--- config.mk ---
export PLATFORM = sky130hd
export DESIGN_NAME = demux8_16b_reg
export DESIGN_NICKNAME = d
export VERILOG_FILES = /design/src/rtl/demux8_16b_reg.sv
export SDC_FILE = /design/constraint.sdc
export NUM_CORES = 1
export LEC_CHECK = 0
export BUFFER_PORTS_ARGS = -buffer_cell sky130_fd_sc_hd__clkbuf_2
export CAP_MARGIN = 20
export CELL_PAD_IN_SITES_DETAIL_PLACEMENT = 1
export CELL_PAD_IN_SITES_GLOBAL_PLACEMENT = 2
export CORE_MARGIN = 2
export CORE_UTILIZATION = 26
export CTS_BUF_LIST = sky130_fd_sc_hd__clkbuf_2
export CTS_CLUSTER_SIZE = 24
export DETAILED_ROUTE_END_ITERATION = 7
export HOLD_SLACK_MARGIN = 0.02
export PLACE_DENSITY = 0.76
export SLEW_MARGIN = 30
export SYNTH_ARGS = -nofsm -noshare
export SYNTH_HDL_FRONTEND = slang
export SYNTH_SLANG_ARGS = --single-unit
--- constraint.sdc ---
create_clock -name clk -period 1.7 [get_ports clk]
set_input_delay 0.17 -clock clk [delete_from_list [all_inputs] [get_ports clk]]
set_output_delay 0.17 -clock clk [all_outputs]
set_load 0.005 [all_outputs]
--- src/rtl/demux8_16b_reg.sv ---
// demux8_16b_reg
//
// Registered 8-way, 16-bit write demultiplexer. One 16-bit value is accepted
// per handshake and steered into one of eight holding registers a..h, all of
// which are presented in parallel. Supports single writes, auto-incrementing
// burst writes (wrapping h -> a) and a sequenced 8-cycle bank clear.
//
// Ports:
//   clk        system clock, all state updates on the rising edge
//   reset      synchronous active-high reset
//   in[15:0]   write data
//   sel[2:0]   destination register in IDLE (0=a ... 7=h), ignored in BURST
//   wr_valid   write request
//   wr_ready   combinational: not clearing and clr not asserted
//   auto_inc   sampled on each accepted write; starts or continues a burst
//   clr        starts an 8-cycle bank clear when not already clearing
//   be[1:0]    byte enables (only with DEMUX8_BYTE_EN defined)
//   a..h       holding registers
//   upd[7:0]   registered one-cycle strobe, bit i = register i was written
//   busy       high while the bank clear is running
//
// Configuration macro: DEMUX8_BYTE_EN adds the be[1:0] byte-enable input.
module demux8_16b_reg (
  input  logic        clk,
  input  logic        reset,
  input  logic [15:0] in,
  input  logic [2:0]  sel,
  input  logic        wr_valid,
  output logic        wr_ready,
  input  logic        auto_inc,
`ifdef DEMUX8_BYTE_EN
  input  logic [1:0]  be,
`endif
  input  logic        clr,
  output logic [15:0] a,
  output logic [15:0] b,
  output logic [15:0] c,
  output logic [15:0] d,
  output logic [15:0] e,
  output logic [15:0] f,
  output logic [15:0] g,
  output logic [15:0] h,
  output logic [7:0]  upd,
  output logic        busy
);

  typedef enum logic [1:0] {
    IDLE  = 2'd0,
    BURST = 2'd1,
    CLEAR = 2'd2
  } state_t;

  state_t      state_q, state_d;
  logic [2:0]  ptr_q, ptr_d;
  logic [2:0]  cnt_q, cnt_d;
  logic [15:0] regs_q [8];
  logic [15:0] regs_d [8];
  logic [7:0]  upd_q, upd_d;

  logic        accept;
  logic [2:0]  target;
  logic [15:0] wmask;

  // clr blocks the handshake combinationally so a write presented in the
  // same cycle as clr is never taken.
  assign wr_ready = (state_q != CLEAR) && !clr;
  assign accept   = wr_valid && wr_ready;

  // In a burst the write pointer replaces sel as the destination.
  assign target = (state_q == BURST) ? ptr_q : sel;

`ifdef DEMUX8_BYTE_EN
  assign wmask = {{8{be[1]}}, {8{be[0]}}};
`else
  assign wmask = 16'hFFFF;
`endif

  // Next-state logic. A write with no enabled bytes still moves the pointer
  // and state machine, but leaves data alone and raises no upd strobe.
  always_comb begin
    state_d = state_q;
    ptr_d   = ptr_q;
    cnt_d   = cnt_q;
    upd_d   = 8'h00;
    regs_d  = regs_q;

    case (state_q)
      CLEAR: begin
        regs_d[cnt_q] = 16'h0000;
        cnt_d         = cnt_q + 3'd1;
        if (cnt_q == 3'd7) begin
          state_d = IDLE;
        end
      end
      default: begin
        if (clr) begin
          state_d = CLEAR;
          cnt_d   = 3'd0;
        end else if (accept) begin
          regs_d[target] = (regs_q[target] & ~wmask) | (in & wmask);
          if (wmask != 16'h0000) begin
            upd_d[target] = 1'b1;
          end
          if (auto_inc) begin
            ptr_d   = target + 3'd1;
            state_d = BURST;
          end else begin
            state_d = IDLE;
          end
        end
      end
    endcase
  end

  // State and register bank update.
  always_ff @(posedge clk) begin
    if (reset) begin
      state_q <= IDLE;
      ptr_q   <= 3'd0;
      cnt_q   <= 3'd0;
      upd_q   <= 8'h00;
      for (int i = 0; i < 8; i++) begin
        regs_q[i] <= 16'h0000;
      end
    end else begin
      state_q <= state_d;
      ptr_q   <= ptr_d;
      cnt_q   <= cnt_d;
      upd_q   <= upd_d;
      for (int i = 0; i < 8; i++) begin
        regs_q[i] <= regs_d[i];
      end
    end
  end

  assign a    = regs_q[0];
  assign b    = regs_q[1];
  assign c    = regs_q[2];
  assign d    = regs_q[3];
  assign e    = regs_q[4];
  assign f    = regs_q[5];
  assign g    = regs_q[6];
  assign h    = regs_q[7];
  assign upd  = upd_q;
  assign busy = (state_q == CLEAR);

endmodule

# Word level (Yosys, flattened, before mapping)
# Cells that the tools add are included.
# word_totals
reg_bits	144
latch_bits	0
ramBits	0
romBits	0
in_bits	24
output_inout_bits	138
mem_count	0
# classes
n_addsub	2
n_mul	0
div_mod_pow	0
n_lt_le_gt_ge	6
eq_ne	6
shifts	0
mux	18
bitwise_logic	7
n_reduce_logical	13
# op_table
op	count
2-to-1 mux 128 bit	3
AND 128 bit	1
bitwise mux 128 bit	1
NOT 128 bit	1
demux 16 bit (select 3 bit)	2
2-to-1 mux 16 bit	2
2-to-1 mux 3 bit	3
greater-or-equal comparator 4 bit, second input constant	2
< comparator 4 x 1 -> 1 bit, second input constant	2
2-to-1 mux 2 bit	4
NOT 3 -> 4 bit	2
adder 3 x 1 -> 3 bit, second input constant	2
logical AND 1 bit	5
< comparator 3 x 4 -> 1 bit, second input constant	1
inequality test 2 x 1 -> 1 bit, second input constant	2
AND reduction 2 bit	2
AND reduction 4 bit	1
nonzero test 2 bit	2
OR reduction 4 bit	1
demux 1 bit (select 3 bit)	1
equality test 3 bit, second input constant	1
greater-or-equal comparator 3 x 1 -> 1 bit, second input constant	1
NOT 1 bit	3
nonzero test 3 bit	1
other kinds (5)	6

# Longest topological paths before layout
# Gate-level depths: netlist of run 1.
# depth
ltp_word	11
depth_mapped	7

# Worst setup path after synthesis of run 1
# OpenSTA, ideal clock, no wires.
# synth_path
kind	reg-to-reg
start	reg state_q[1]
end	reg regs_q, in the netlist d[5]
setup_time_ns	0.127
arrival_ns	1.480
t_required_ns	1.573
slack_ns	0.093
path_stages_with_launch	7
cell_sequence	dfxtp_1 -> nand2b_2 -> buf_6 -> mux2_4 -> buf_2 -> o211ai_1 -> o21ai_0
# synth_between
elab_chain_cells	11
word_cells_on_any_way	19
classes_between	2 x order compare; 4 x eq/ne; 7 x mux; 1 x bitwise; 5 x reduce/logical
# synth_lines
item	line_no	text
start, declared	53	state_t state_q, state_d;
start signal, assigned	126	state_q <= state_d;
equality test 2 x 1 -> 1 bit	70	assign target = (state_q == BURST) ? ptr_q : sel;
2-to-1 mux 3 bit	70	
NOT 3 -> 4 bit	100	regs_d[target] = (regs_q[target] & ~wmask) | (in & wmask);
greater-or-equal comparator 4 bit (not written as such) / < comparator 4 x 1 -> 1 bit (equally long branches)	100	
logical AND 1 bit (not written as such)	100	
2-to-1 mux 16 bit (not written as such)	100	
demux 16 bit (select 3 bit)	100	
bitwise mux 128 bit	100	
2-to-1 mux 128 bit	99	end else if (accept) begin
2-to-1 mux 128 bit	96	if (clr) begin
2-to-1 mux 128 bit	87	case (state_q)
end signal, assigned by index	131	regs_q[i] <= regs_d[i];
end, declared	56	logic [15:0] regs_q [8];
# Parallel ways exist; a longest one is shown, timed or not. The select of a mux whose other input is x is not followed.
# A chain may end at the register's enable or synchronous reset.

# Worst setup path in the final report of run 1
# layout_path
start	reg state_q[0]
end	reg regs_q, in the netlist c[2]
# Same word-level chain as after synthesis.

==> metrics.md, run 1 <==
| Metric | Value |
|---|---|
| DIE WIDTH | `150 um` |
| DRC viols | `0` |
| Worst Max-Slew Pin Slew | `0.681 ns` |
| Sequential share of the synthesized area | `52.1%` |
| CP Cell Sequence | `buf_6 > and4b_1 > a32oi_4 > buf_12 > buf_6 > buf_12 > o211ai_1 > o21ai_1` |
| Core area | `0.0210 mm^2` |
| Post-Syn Area per Cell | `9.83 um^2` |
| CP required | `2.29 ns` |
| DIE HEIGHT | `150 um` |
| Async SR Flop Fraction | `0%` |
| Final Cell Area | `0.00818 mm^2` |
| Slowest cell on crit path | `dfxtp_2` |
| Failing checks | `setup timing` |
| Initial detailed-routing violation count | `292` |
| Routed Antenna Nets | `0` |
| Initial core utilization | `26.4%` |
| Clock Latency Late Sink | `0.71 ns` |
| CP Class | `reg -> reg` |
| Hold WS | `0.170 ns` |
| Register bit total from synthesis | `144` |
| Post-synth net total | `589` |
| Cts bufs inserted | `17` |
| RSZ-0062 raised after global routing | `true` |
| Synth Cell Area | `0.00553 mm^2` |
| GRT overflow | `0` |
| Nets@finish | `829` |
| CTS root buffer | `clkbuf_2` |
| Detail Placement HPWL | `15.1 mm` |
| Post-Synth XOR/XNOR Area | `0.158%` |
| Final setup vio count | `44` |
| Largest net degree at the start of global routing | `33` |
| Largest stage delay, worst path | `0.41 ns` |
| Post-DR wirelength/cell | `22.2 um` |
| Initial antenna violation count | `0` |
| Commonest cells after routing, fill and taps aside | `clkbuf_2, dfxtp_1, o211ai_1, o21ai_1, buf_4` |
| Slew headroom | `54.5%` |
| Max-cap violations | `0` |
| Port Buf Inserts | `161` |
| Ant diodes | `0` |
| Post-synthesis compound-gate area fraction | `34.1%` |
| Crit path DAT | `2.37 ns` |
| Clk pin slew, worst setup/hold paths | `0.21 ns` |
| Routability congestion estimate | `0.808` |
| Post-Synth Adder-Cell Area | `0.452%` |
| Filler Cell Count | `2,442` |
| Cell row count | `53` |
| Ys Warns | `0` |
| Synthesis-to-layout area growth | `47.8%` |
| Drt first pass iters | `4` |
| Wirelength, routed | `24.2 mm` |
| Cells after Synth | `563` |
| First-pass GRT wire length | `33.6 mm` |
| Final hold vios | `0` |
| Non-Filler Instances | `1,089` |
| Area leader, netlist | `dfxtp_1` |
| Sink Count | `144` |
| Clk buf depth | `2` |
| CP Launch Type | `register` |
| Cell Pwr Density | `803 mW/mm^2` |
| Critical path fanouts, max | `10` |
| Worst Skew | `0.0344 ns` |
| Status | `finished with violations` |
| Routed vias | `5,691` |
| Fin. max-slew vios | `0` |
| I/O pin count | `162` |
| CTS tree | `built` |
| Setup slack at placement | `-0.302 ns` |
| H-tree Lvls | `4` |
| Share of cells above drive strength 1 | `42.4%` |
| Post-synthesis mux area share | `0.837%` |
| Post-Synth Simple-Gate Area | `6.45%` |
| Dpl cells | `999` |
| Placed Instance Area | `0.00686 mm^2` |
| Number of global-route vias before repair | `5,664` |
| Cell variety after synth | `50` |
| Final Cycle Share | `105%` |
| Final WS setup | `-0.0804 ns` |
| HP Class | `in -> reg` |
| Largest family of logic cells by synthesized area | `compound AO/OA/AOI/OAI gates` |
| CP Capture Type | `register` |
| CP top delay family | `buffers and inverters` |
| Leakage | `3.37 nW` |
| Main flop type after synthesis | `dfxtp_1` |
| Peak Freq | `562 MHz` |
| Leading cell type in the layout, fill and taps excluded | `clkbuf_2` |
| Max VDD drop | `0.353 mV` |
| Bufs and invs on worst path | `4` |
| Synth area leaders | `dfxtp_1, o211ai_1, o21ai_0` |
| Min Tclk post-route | `1.78 ns` |
| EDFF count, synth | `0` |
| Die area | `0.0225 mm^2` |
| Post-synth top area share | `52.1%` |
| Vias per inst | `5.23` |
| GRT Total Usage | `20.0%` |
==> final timing paths <==
check	startpoint	to	slack, ns	depth (start not counted)
max	state_q[0]$_SDFFE_PP0P_	c[2]$_SDFFE_PP0P_	-0.08	8
min	in[1]	e[1]$_SDFFE_PP0P_	0.17	3
max reg2reg	state_q[0]$_SDFFE_PP0P_	c[2]$_SDFFE_PP0P_	-0.08	8
min reg2reg	a[13]$_SDFFE_PP0P_	a[13]$_SDFFE_PP0P_	0.49	2
==> stage by stage <==
step	power [W]	utilization [%]	TNS, ns
after floorplan	0.00381	-	0
after global placement	0.00412	32.7	-6.95
after detailed placement	0.00415	32.7	-16.72
after CTS	0.00643	36.0	-0.291
after global routing	0.00680	39.0	-6.09
final	0.00656	39.0	-2.15
==> Yosys cell counts (2+ instances only) <==
cell type,instances
a21oi_1,10
a31oi_1,3
a31oi_2,2
a31oi_4,2
buf_2,31
buf_4,4
buf_6,5
clkbuf_1,15
dfxtp_1,144
ha_1,2
inv_1,7
mux2i_1,2
nand2_1,24
nand2b_1,5
nand3b_1,2
nor2_1,13
nor3_1,2
o211ai_1,128
o21ai_0,67
o21ai_1,52
o21ai_2,10
or2_1,5
==> routing by layer <==
metal | track usage (%) | wire length (um)
met1 | 26.7 | 11200
met2 | 32.3 | 11500
met3 | 4.76 | 1040
met4 | 5.75 | 499
met5 | 0 | 0
==> worst min-delay path, stage by stage <==
cell	delay (ns)
clkbuf_2	0.08
nand2_1	0.50
o21ai_1	0.10
==> layout make-up <==
class                      instances  area, um^2  area share (%)
timing repair buffer             272        2100            25.7
clock inverter                    11         166            2.04
sequential                       144        2890            35.3
multi-input combinational        361        2550            31.2
clock buffer                      19        95.1            1.16
inverter                           7        28.8           0.352
tap                              275         344            4.21
==> sequential cells by signal, indices dropped and copies added (netlist names) <==
name / cells
c: 16
g: 16
upd: 8
b: 16
ptr_q: 3
d: 16
e: 16
a: 16
h: 16
state_q: 2
f: 16
cnt_q: 3
==> logic make-up (layout without fill, tap and decap cells) <==
group                    Yosys count  in the layout
adder cells (fa/ha/maj)            2              2
AND/OR/NAND/NOR                   65             69
flip-flops                       144            144
buffers and inverters             62            309
XOR/XNOR                           1              1
AO/OA/AOI/OAI                    285            285
multiplexers                       4              4
==> report_power, final <==
group          leakage, nW  switching (W)  internal [W]
clock                0.155        0.00127      0.000957
combinational         2.05       0.000510      0.000368
sequential            1.16      0.0000361       0.00342
==> timing repair <==
action / in CTS / in global routing
resized for setup: 44 / 102
setup endpoints to repair: 139 / 109
pin swaps: 8 / 29
gates cloned: 1 / 15
hold endpoints to repair: 116 / 1
buffers inserted: 10 / 13
hold buffers: 23 / 1
(Power assumes the default switching activity.)
==> run 2, diff against run 1 <==
--- a/config.mk
+++ b/config.mk
@@ -9,6 +9,7 @@
 export CAP_MARGIN = 20
 export CELL_PAD_IN_SITES_DETAIL_PLACEMENT = 1
 export CELL_PAD_IN_SITES_GLOBAL_PLACEMENT = 2
+export CORE_ASPECT_RATIO = 1.2
 export CORE_MARGIN = 2
 export CORE_UTILIZATION = 26
 export CTS_BUF_LIST = sky130_fd_sc_hd__clkbuf_2
==> metrics.md, run 2 (same netlist as run 1, synthesis figures left out) <==
| Metric | Value |
|---|---|
| HP Class | `in -> reg` |
| Final Cell Area | `0.00820 mm^2` |
| Routed vias | `5,664` |
| Final hold vios | `0` |
| CP required | `2.33 ns` |
| DIE HEIGHT | `164 um` |
| Placed Instance Area | `0.00687 mm^2` |
| Final Cycle Share | `110%` |
| RSZ-0062 raised after global routing | `true` |
| Wirelength, routed | `24.3 mm` |
| Clock Latency Late Sink | `0.75 ns` |
| Hold WS | `0.105 ns` |
| Cell Pwr Density | `806 mW/mm^2` |
| Drt first pass iters | `4` |
| Status | `finished with violations` |
| Max VDD drop | `0.358 mV` |
| Failing checks | `setup timing` |
| Core area | `0.0209 mm^2` |
| GRT Total Usage | `21.3%` |
| DIE WIDTH | `137 um` |
| Final core utilization | `39.2%` |
| Largest net degree at the start of global routing | `34` |
| Cell row count | `58` |
| Final WS setup | `-0.173 ns` |
| Initial core utilization | `26.5%` |
| CP Cell Sequence | `buf_6 > buf_6 > and4b_2 > a32oi_4 > buf_6 > nand2b_4 > clkbuf_16 > o21ai_1` |
| I/O pin count | `162` |
| Commonest cells after routing, fill and taps aside | `clkbuf_2, dfxtp_1, o211ai_1, o21ai_1, o21ai_2` |
| GRT overflow | `0` |
| Port Buf Inserts | `161` |
| Share of cells above drive strength 1 | `45.5%` |
| Most frequent CP cell | `buf_6` |
| Setup slack at placement | `-0.283 ns` |
| Clk buf depth | `2` |
| Worst Max-Slew Pin Slew | `0.670 ns` |
| Min Tclk post-route | `1.87 ns` |
| Worst Skew | `0.0327 ns` |
| Vias per inst | `5.27` |
| Clk pin slew, worst setup/hold paths | `0.22 ns` |
| H-tree Lvls | `4` |
| CP Class | `reg -> reg` |
| Routability congestion estimate | `0.805` |
| Slowest cell on crit path | `dfxtp_4` |
| Peak Freq | `534 MHz` |
| CTS tree | `built` |
| Largest stage delay, worst path | `0.40 ns` |
| Leakage | `3.40 nW` |
| Initial detailed-routing violation count | `408` |
| Fin. max-slew vios | `0` |
| Cts bufs inserted | `17` |
| Number of global-route vias before repair | `5,811` |
| DRC viols | `0` |
| CP Launch Type | `register` |
| Crit path DAT | `2.50 ns` |
| First-pass GRT wire length | `35.2 mm` |
| Die area | `0.0225 mm^2` |
| Nets@finish | `816` |
| Post-DR wirelength/cell | `22.6 um` |
| Routed Antenna Nets | `0` |
| Slew headroom | `55.3%` |
| Initial antenna violation count | `1` |
| CP Capture Type | `register` |
| Critical path fanouts, max | `8` |
| Leading cell type in the layout, fill and taps excluded | `clkbuf_2` |
| Final setup vio count | `138` |
| Synthesis-to-layout area growth | `48.2%` |
| Detail Placement HPWL | `15.7 mm` |
| Max-cap violations | `0` |
| Sink Count | `144` |
| CTS root buffer | `clkbuf_2` |
[run 2: changes by cell type in the layout (fill, tap and decap cells not counted), sizes merged]
| cell | before | now |
|---|---|---|
| buf | 81 | 76 |
| clkbuf | 187 | 183 |
| clkinv | 6 | 10 |
| or2 | 10 | 7 |
| dlygate4sd3 | 23 | 21 |
| clkinvlp | 1 | 0 |
| diode | 0 | 1 |
[run 2: final cells by class]
cell class              count  area [um^2]
well taps                 270          338
flip-flops and latches    144         2890
fillers                  2391        12700
inverters                   7         28.8
repair buffers            262         2020
diodes                      1         2.50
clock inverters            14          191
clock buffers              18         90.1
multi-input cells         358         2640
[run 2: path summary, 6_finish.rpt]
| kind | depth (start not counted) | endpoint | slack (ns) | start |
|---|---|---|---|---|
| setup / recovery | 8 | d[10]$_SDFFE_PP0P_ | -0.17 | state_q[1]$_SDFFE_PP0P_ |
| hold / removal | 3 | a[4]$_SDFFE_PP0P_ | 0.11 | in[4] |
| setup reg to reg | 8 | d[10]$_SDFFE_PP0P_ | -0.17 | state_q[1]$_SDFFE_PP0P_ |
| hold reg to reg | 2 | a[12]$_SDFFE_PP0P_ | 0.51 | a[12]$_SDFFE_PP0P_ |
[run 2: where the power goes]
part           total (W)  switching (W)  internal [W]
registers        0.00346      0.0000341       0.00342
clock network    0.00229        0.00132      0.000975
logic           0.000858       0.000514      0.000344
total            0.00661        0.00187       0.00474
[run 2: repair_timing]
item | CTS | global route
endpoints found under the setup margin | 137 | 138
hold buffers | 21 | 0
gates cloned | 8 | 4
setup buffers | 16 | 6
resized for setup | 117 | 62
hold endpoints to repair | 109 | 0
pin swaps | 33 | 12
[run 2: critical path: cells and delay by family (launching register included)]
family          cells  cell delay [ns]
buf+inv             4             0.59
compound gates      2             0.33
flops               1             0.40
simple gates        2             0.43
[run 2: per-stage QoR]
step | power [W] | setup TNS, ns | instances
2_1_floorplan | 0.00381 | 0 | 563
3_3_place_gp | 0.00411 | -2.48 | 989
3_5_place_dp | 0.00414 | -16.19 | 989
4_1_cts | 0.00658 | -7.62 | 1064
5_1_grt | 0.00686 | -20.62 | 1074
6_report | 0.00661 | -12.65 | 1074
[run 2: routing by layer]
metal	vias up	wire, um	share of wire [%]	global-route usage [%]
li1	2601	-	-	-
met1	2812	9930	41	26.0
met2	203	12000	49	35.7
met3	48	1530	6.3	4.66
met4	0	823	3.4	9.56
met5	-	0	0	0
